--- src/rtl/yutorina_bus_if.sv ---
// rtl/yutorina_bus_if.sv - CPU-side bus interface routing accesses to the scratch-pad memory or the system bus
//
// Slave index 1 (addr[29:27]) is the scratch-pad memory, served combinationally in a
// single cycle. Every other index is forwarded to the system bus through a
// request / grant / strobe / ready handshake while bus_busy stalls the CPU.
//
// Ports
//   clk          rising-edge clock
//   rst          asynchronous active-low reset
//   stall        pipeline stall, active-high
//   rw           CPU access direction (1 = read, 0 = write)
//   as_          CPU access strobe, active-low
//   addr         CPU word address [29:0]
//   w_data       CPU write data [31:0]
//   r_data       CPU read data [31:0], combinational
//   spm_r_data   SPM read data [31:0]
//   spm_addr     SPM word address [11:0]
//   spm_as_      SPM strobe, active-low, combinational
//   bus_r_data   system-bus read data [31:0]
//   bus_w_data   system-bus write data [31:0], registered
//   bus_rdy_     bus ready, active-low
//   bus_req_     bus request, active-low, registered
//   bus_rw       bus direction, registered
//   bus_addr     bus word address [29:0], registered
//   bus_as_      bus strobe, active-low, registered
//   bus_grnt_    bus grant, active-low
//   bus_busy     access in progress, active-high, combinational

module yutorina_bus_if (
   input  logic        clk,
   input  logic        rst,
   input  logic        stall,
   input  logic        rw,
   input  logic        as_,
   input  logic [29:0] addr,
   input  logic [31:0] w_data,
   output logic [31:0] r_data,
   input  logic [31:0] spm_r_data,
   output logic [11:0] spm_addr,
   output logic        spm_as_,
   input  logic [31:0] bus_r_data,
   output logic [31:0] bus_w_data,
   input  logic        bus_rdy_,
   output logic        bus_req_,
   output logic        bus_rw,
   output logic [29:0] bus_addr,
   output logic        bus_as_,
   input  logic        bus_grnt_,
   output logic        bus_busy
);

   localparam logic       READ      = 1'b1;
   localparam logic       ENABLE_   = 1'b0;
   localparam logic       DISABLE_  = 1'b1;
   localparam logic [2:0] SPM_INDEX = 3'h1;

   typedef enum logic [1:0] {
      ST_IDLE,
      ST_REQ,
      ST_ACCESS,
      ST_STALL
   } state_t;

   state_t      state;
   state_t      state_next;
   logic [31:0] rd_buf;
   logic        is_spm;

   assign is_spm   = (addr[29:27] == SPM_INDEX);
   assign spm_addr = addr[11:0];

   // The CPU holds rw stable while bus_busy or stall is high, so the live rw
   // still describes the outstanding bus access in ACCESS and STALL.
   always_comb begin
      r_data     = 32'h0;
      spm_as_    = DISABLE_;
      bus_busy   = 1'b0;
      state_next = state;
      case (state)
         ST_IDLE: begin
            if (as_ == ENABLE_) begin
               if (is_spm) begin
                  if (!stall) begin
                     spm_as_ = ENABLE_;
                     if (rw == READ) begin
                        r_data = spm_r_data;
                     end
                  end
               end else begin
                  bus_busy   = 1'b1;
                  state_next = ST_REQ;
               end
            end
         end
         ST_REQ: begin
            bus_busy = 1'b1;
            if (bus_grnt_ == ENABLE_) begin
               state_next = ST_ACCESS;
            end
         end
         ST_ACCESS: begin
            if (bus_rdy_ == ENABLE_) begin
               if (rw == READ) begin
                  r_data = bus_r_data;
               end
               state_next = stall ? ST_STALL : ST_IDLE;
            end else begin
               bus_busy = 1'b1;
            end
         end
         ST_STALL: begin
            // Bus data is gone by now; replay the captured word until the pipeline moves.
            if (rw == READ) begin
               r_data = rd_buf;
            end
            if (!stall) begin
               state_next = ST_IDLE;
            end
         end
         default: begin
            state_next = ST_IDLE;
         end
      endcase
   end

   always_ff @(posedge clk or negedge rst) begin
      if (!rst) begin
         state      <= ST_IDLE;
         bus_req_   <= DISABLE_;
         bus_as_    <= DISABLE_;
         bus_rw     <= READ;
         bus_addr   <= 30'h0;
         bus_w_data <= 32'h0;
         rd_buf     <= 32'h0;
      end else begin
         state <= state_next;
         case (state)
            ST_IDLE: begin
               if (as_ == ENABLE_ && !is_spm) begin
                  bus_addr   <= addr;
                  bus_rw     <= rw;
                  bus_w_data <= w_data;
                  bus_req_   <= ENABLE_;
               end
            end
            ST_REQ: begin
               if (bus_grnt_ == ENABLE_) begin
                  bus_as_ <= ENABLE_;
               end
            end
            ST_ACCESS: begin
               // Strobe is a single-cycle pulse regardless of how long ready takes.
               bus_as_ <= DISABLE_;
               if (bus_rdy_ == ENABLE_) begin
                  bus_req_   <= DISABLE_;
                  bus_addr   <= 30'h0;
                  bus_rw     <= READ;
                  bus_w_data <= 32'h0;
                  if (rw == READ) begin
                     rd_buf <= bus_r_data;
                  end
               end
            end
            default: begin
            end
         endcase
      end
   end

endmodule

--- config.mk ---
export PLATFORM = sky130hd
export DESIGN_NAME = yutorina_bus_if
export DESIGN_NICKNAME = d
export VERILOG_FILES = /design/src/rtl/yutorina_bus_if.sv
export SDC_FILE = /design/constraint.sdc
export NUM_CORES = 1
export LEC_CHECK = 0
export ABC_AREA = 1
export CORE_MARGIN = 4
export CORE_UTILIZATION = 39
export CTS_BUF_LIST = sky130_fd_sc_hd__clkbuf_8
export CTS_CLUSTER_SIZE = 10
export DETAILED_ROUTE_END_ITERATION = 8
export GPL_TIMING_DRIVEN = 0
export PLACE_DENSITY_LB_ADDON = 0.3
export SLEW_MARGIN = 20
export SYNTH_ARGS = -nofsm -noshare
export SYNTH_HDL_FRONTEND = slang
export SYNTH_SLANG_ARGS = --single-unit
--- constraint.sdc ---
create_clock -name clk -period 1.5 [get_ports clk]
set_clock_uncertainty 0.15 [all_clocks]
set_input_delay 0.15 -clock clk [delete_from_list [all_inputs] [get_ports clk]]
set_output_delay 0.15 -clock clk [all_outputs]
set_load 0.01 [all_outputs]
; After elaboration in Yosys (flattened, before gate mapping)
; Index checks and enable logic that the tools add are counted.
[word_totals]
elab_cells = 64
reg_bits = 99
input_bits = 133
out_inout_bits = 111
[op_classes]
bitwise_logic = 2
n_eq_ne = 10
n_mux = 36
reduce_logical = 9
[op_table]
columns = op, count
row1 = 32-bit two-way mux, 9
row2 = 32-bit case mux with 3 select lines, 1
row3 = 32-bit case mux with 2 select lines, 1
row4 = 30-bit two-way mux, 2
row5 = 30-bit case mux with 2 select lines, 1
row6 = 2-bit two-way mux, 6
row7 = 2-bit inequality test (second input constant), 6
row8 = 1-bit two-way mux, 11
row9 = 2-bit case mux with 4 select lines, 1
row10 = 1-bit case mux with 2 select lines, 3
row11 = 3-bit AND reduction, 2
row12 = 5-bit AND reduction, 1
row13 = 2-bit equality test (second input constant), 2
row14 = 2-bit nonzero test, 2
row15 = 3-bit by 1-bit equality test with 1-bit output (second input constant), 1
row16 = 1-bit case mux with 3 select lines, 1
row17 = 2-bit by 1-bit equality test with 1-bit output (second input constant), 1
row18 = 2-bit logical NOT, 1
row19 = 1-bit NOT, 2
row20 = 2-bit AND reduction, 1
row21 = 1-bit logical AND, 1
row22 = 1-bit logical NOT, 1

; Longest topological paths before layout
[depth]
word_depth = 5
depth_mapped = 9
depth_no_buf = 7

; Worst setup path after synthesis
; OpenSTA, ideal clock, no wires.
[synth_path]
kind = reg-to-output
startpoint = reg state[0]
endpoint = out r_data[3]
path_slack_ns = -0.080
path_buffers = 2
required_ns = 1.200
arrival_time_ns = 1.280
stages_incl_launch_ff = 8
path_cell_list = dfrtp_1 -> inv_2 -> nand2_2 -> nor3_4 -> buf_4 -> buf_4 -> a21oi_1 -> nand2_1
[synth_between]
elab_chain_len = 2
[synth_lines]
columns = element, line
row1 = from (decl), 64  ; state_t state;
row2 = from (signal assigned), 136  ; state <= state_next;
row3 = 2-bit equality test / 2-bit logical NOT (equally long branches), 79  ; case (state)
row4 = 32-bit case mux with 3 select lines *, 79
row5 = to (decl), 37  ; output logic [31:0] r_data,
; Every way passes the cells marked *; elsewhere a longest branch is shown, timed or not.

; Worst setup path in the final report
[layout_path]
startpoint = reg state[1]
endpoint = out r_data[17]
; Same word-level chain as after synthesis.

==> impl_metrics.tcl <==
set metrics [dict create \
    status "finished with violations" \
    violations "setup timing" \
    clk_latency_ns 0.37 \
    route.detailed.drc 0 \
    swShare_pct 40.3 \
    p_per_area_nw_per_um2 1700 \
    io_pins 244 \
    port_buffers 242 \
    reg2reg_setup_slack_ns -0.58 \
    clk_pin_slew_ns 0.09 \
    timing.fmax_mhz 469 \
    rsz0062_at_grt "true" \
    cellLeakagePower_nw 4.68 \
    drt_iter0_drc 444 \
    worst-setup-path-type "flip-flop to output port" \
    critPathArrivalTime_ns 1.83 \
    startpoint_type "flip-flop" \
    die_area_sq_um 15400 \
    hpwl_um 12800 \
    finalMaxSlewViolations 0 \
    fin_crit_ns 2.13 \
    start_util_pct 39.8 \
    hold_viol 0 \
    hold_class "primary input to async pin" \
    via_per_inst 5.00 \
    antenna_cells 0 \
    cts_buffer_depth 2 \
    gp_congestion 0.837 \
    ys.warnings.count 0 \
    rows 42 \
    placed_area_sq_um 7960 \
    syn_inst 683 \
    internal-power_mw 9.31 \
    preCtsSetupSlack_ns -0.992 \
    yosysSeqAreaShare_pct 47.2 \
    synth.distinct_cells 22 \
    firstDrtPassIters 5 \
    ant_nets 0 \
    max_slew_margin_pct 60.8 \
    clkPwrFrac_pct 12.1 \
    grt_pass1_wl_um 28800 \
    hold_slack_ns 0.0743 \
    h-tree-depth 3 \
    seq_area_sq_um 2480 \
    syn_nets 816 \
    multi_input_area_sq_um 2610 \
    worstMarginPinSlew_ns 0.588 \
    wl_per_cell_um 16.0 \
    drt-total-wl_um 18700 \
    syn_area_per_cell_sq_um 7.69 \
    cts_tree "yes" \
    track_usage_pct 23.9 \
    grt_max_degree 64 \
    fillers 1131 \
    cp_max_fo 5 \
    r2r_cells 15 \
    grt_overflow 0 \
    total_power_mw 15.6 \
    p_comb_share_pct 58.5 \
    synth_seq_cells 99 \
    antenna_found_initial 0 \
    setup-violations-final 130 \
    vias 5836 \
    layout_common_cells "nand2_1, clkdlybuf4s50_1, dfrtp_1, dlygate4sd2_1, nand3b_1" \
    worst_slack_ns -0.634 \
    fin_nets 1119 \
    power.switching_mw 6.29 \
    drv_cap 0 \
    final_common_cell "nand2_1" \
    peakVddDrop_mv 0.594 \
    cts_inserted_buffers 9 \
    clock_sink_count 99 \
    syn_area_sq_um 5250 \
    endpoint_kind "output port" \
    grt_pass1_vias 5742 \
    die_y_um 124 \
    p_seq_share_pct 29.4 \
    cts_root_buffer "clkbuf_8" \
    die_w_um 124 \
    worstPathRequired_ns 1.20 \
    drive_above_1_share_pct 24.9 \
    fin_area_sq_um 9160 \
    fin_crit_sh_pct 142 \
    core-area_sq_um 13200 \
    areaGrowthSynthToFinish_pct 74.3 \
]
what timing repair did:
item,CTS,global route
gates cloned,15,1
endpoints found under the setup margin,209,133
resized for setup,355,106
hold buffers,1,0
pin swaps,24,61
buffers inserted,37,9
endpoints found under the hold margin,96,0
critical path, stage by stage, from the launching register on:
cell     delay, ns
dfrtp_1       0.39
buf_6         0.15
inv_4         0.07
nand2_4       0.06
nor3_4        0.15
buf_6         0.18
buf_8         0.12
nand4_1       0.10
nand2_1       0.10
buf_2         0.14
through the flow:
step | instances | util (%) | setup TNS [ns]
2_1_floorplan | 683 | - | -1.54
3_3_place_gp | 1101 | 60.1 | -422.59
3_5_place_dp | 1102 | 60.4 | -66.68
4_1_cts | 1168 | 68.0 | -44.13
5_1_grt | 1167 | 69.4 | -72.78
6_report | 1167 | 69.4 | -61.32
cell families (layout without fill, tap and decap cells):
group / after synthesis / after routing / synth area share (%)
AO/OA/AOI/OAI: 70 / 70 / 6.74
buffers and inverters: 109 / 416 / 9.84
flip-flops: 99 / 99 / 47.2
AND/OR/NAND/NOR: 405 / 406 / 36.2
Yosys cell counts:
cell type	n	area, sq um
a21oi_1	34	170
dfrtp_1	96	2400
inv_1	40	150
buf_2	20	100
o22ai_1	1	6.26
nor3_1	32	160
o211ai_1	1	7.51
nand3_1	9	45.0
buf_4	22	165
o21ai_0	19	95.1
nand2_1	264	991
dfstp_2	3	78.8
inv_2	4	15.0
nand3b_1	60	450
nor3_4	1	16.3
buf_1	2	7.51
clkbuf_1	21	78.8
nor2_1	4	15.0
o21ai_1	15	75.1
nand2_2	2	12.5
nor3_2	1	10.0
nand4_1	32	200
sequential cells by signal, indices dropped and copies added, names as in the netlist:
register / cells
bus_addr: 30
bus_as_: 1
bus_req_: 1
bus_rw: 1
bus_w_data: 32
rd_buf: 32
state: 2
path summary, 6_finish.rpt:
check,start,endpoint
min,rst,bus_addr[15]
max,state[1],r_data[17]
max reg2reg,state[1],bus_addr[28]
min in group clk,bus_r_data[17],rd_buf[17]
max in group asynchronous,rst,bus_as_
min reg2reg,bus_addr[2],bus_addr[2]
per-layer routing:
layer	vias up	routed length [um]	track usage (%)
li1	2824	-	-
met1	2753	7430	28.9
met4	0	386	8.76
met3	30	1590	6.04
met5	-	0	0
met2	229	9290	41.1
power groups by stage:
stage / combinational (mW) / clock (mW) / sequential (mW)
6_report: 9.12 / 1.89 / 4.58
5_1_grt: 9.95 / 2.05 / 4.71
3_5_place_dp: 7.25 / 0 / 4.58
4_1_cts: 8.66 / 1.93 / 4.50
2_1_floorplan: 3.44 / 0 / 4.90
3_3_place_gp: 7.15 / 0 / 4.53
final cells by class:
type                       instances  area share [%]
inverter                          44            1.91
clock buffer                      10            1.50
timing repair buffer             297            31.6
multi-input combinational        476            28.5
clock inverter                     6           0.834
sequential                        99            27.1
buffer                            59            6.11
tap                              176            2.41
Power figures use the tool's default switching activity.
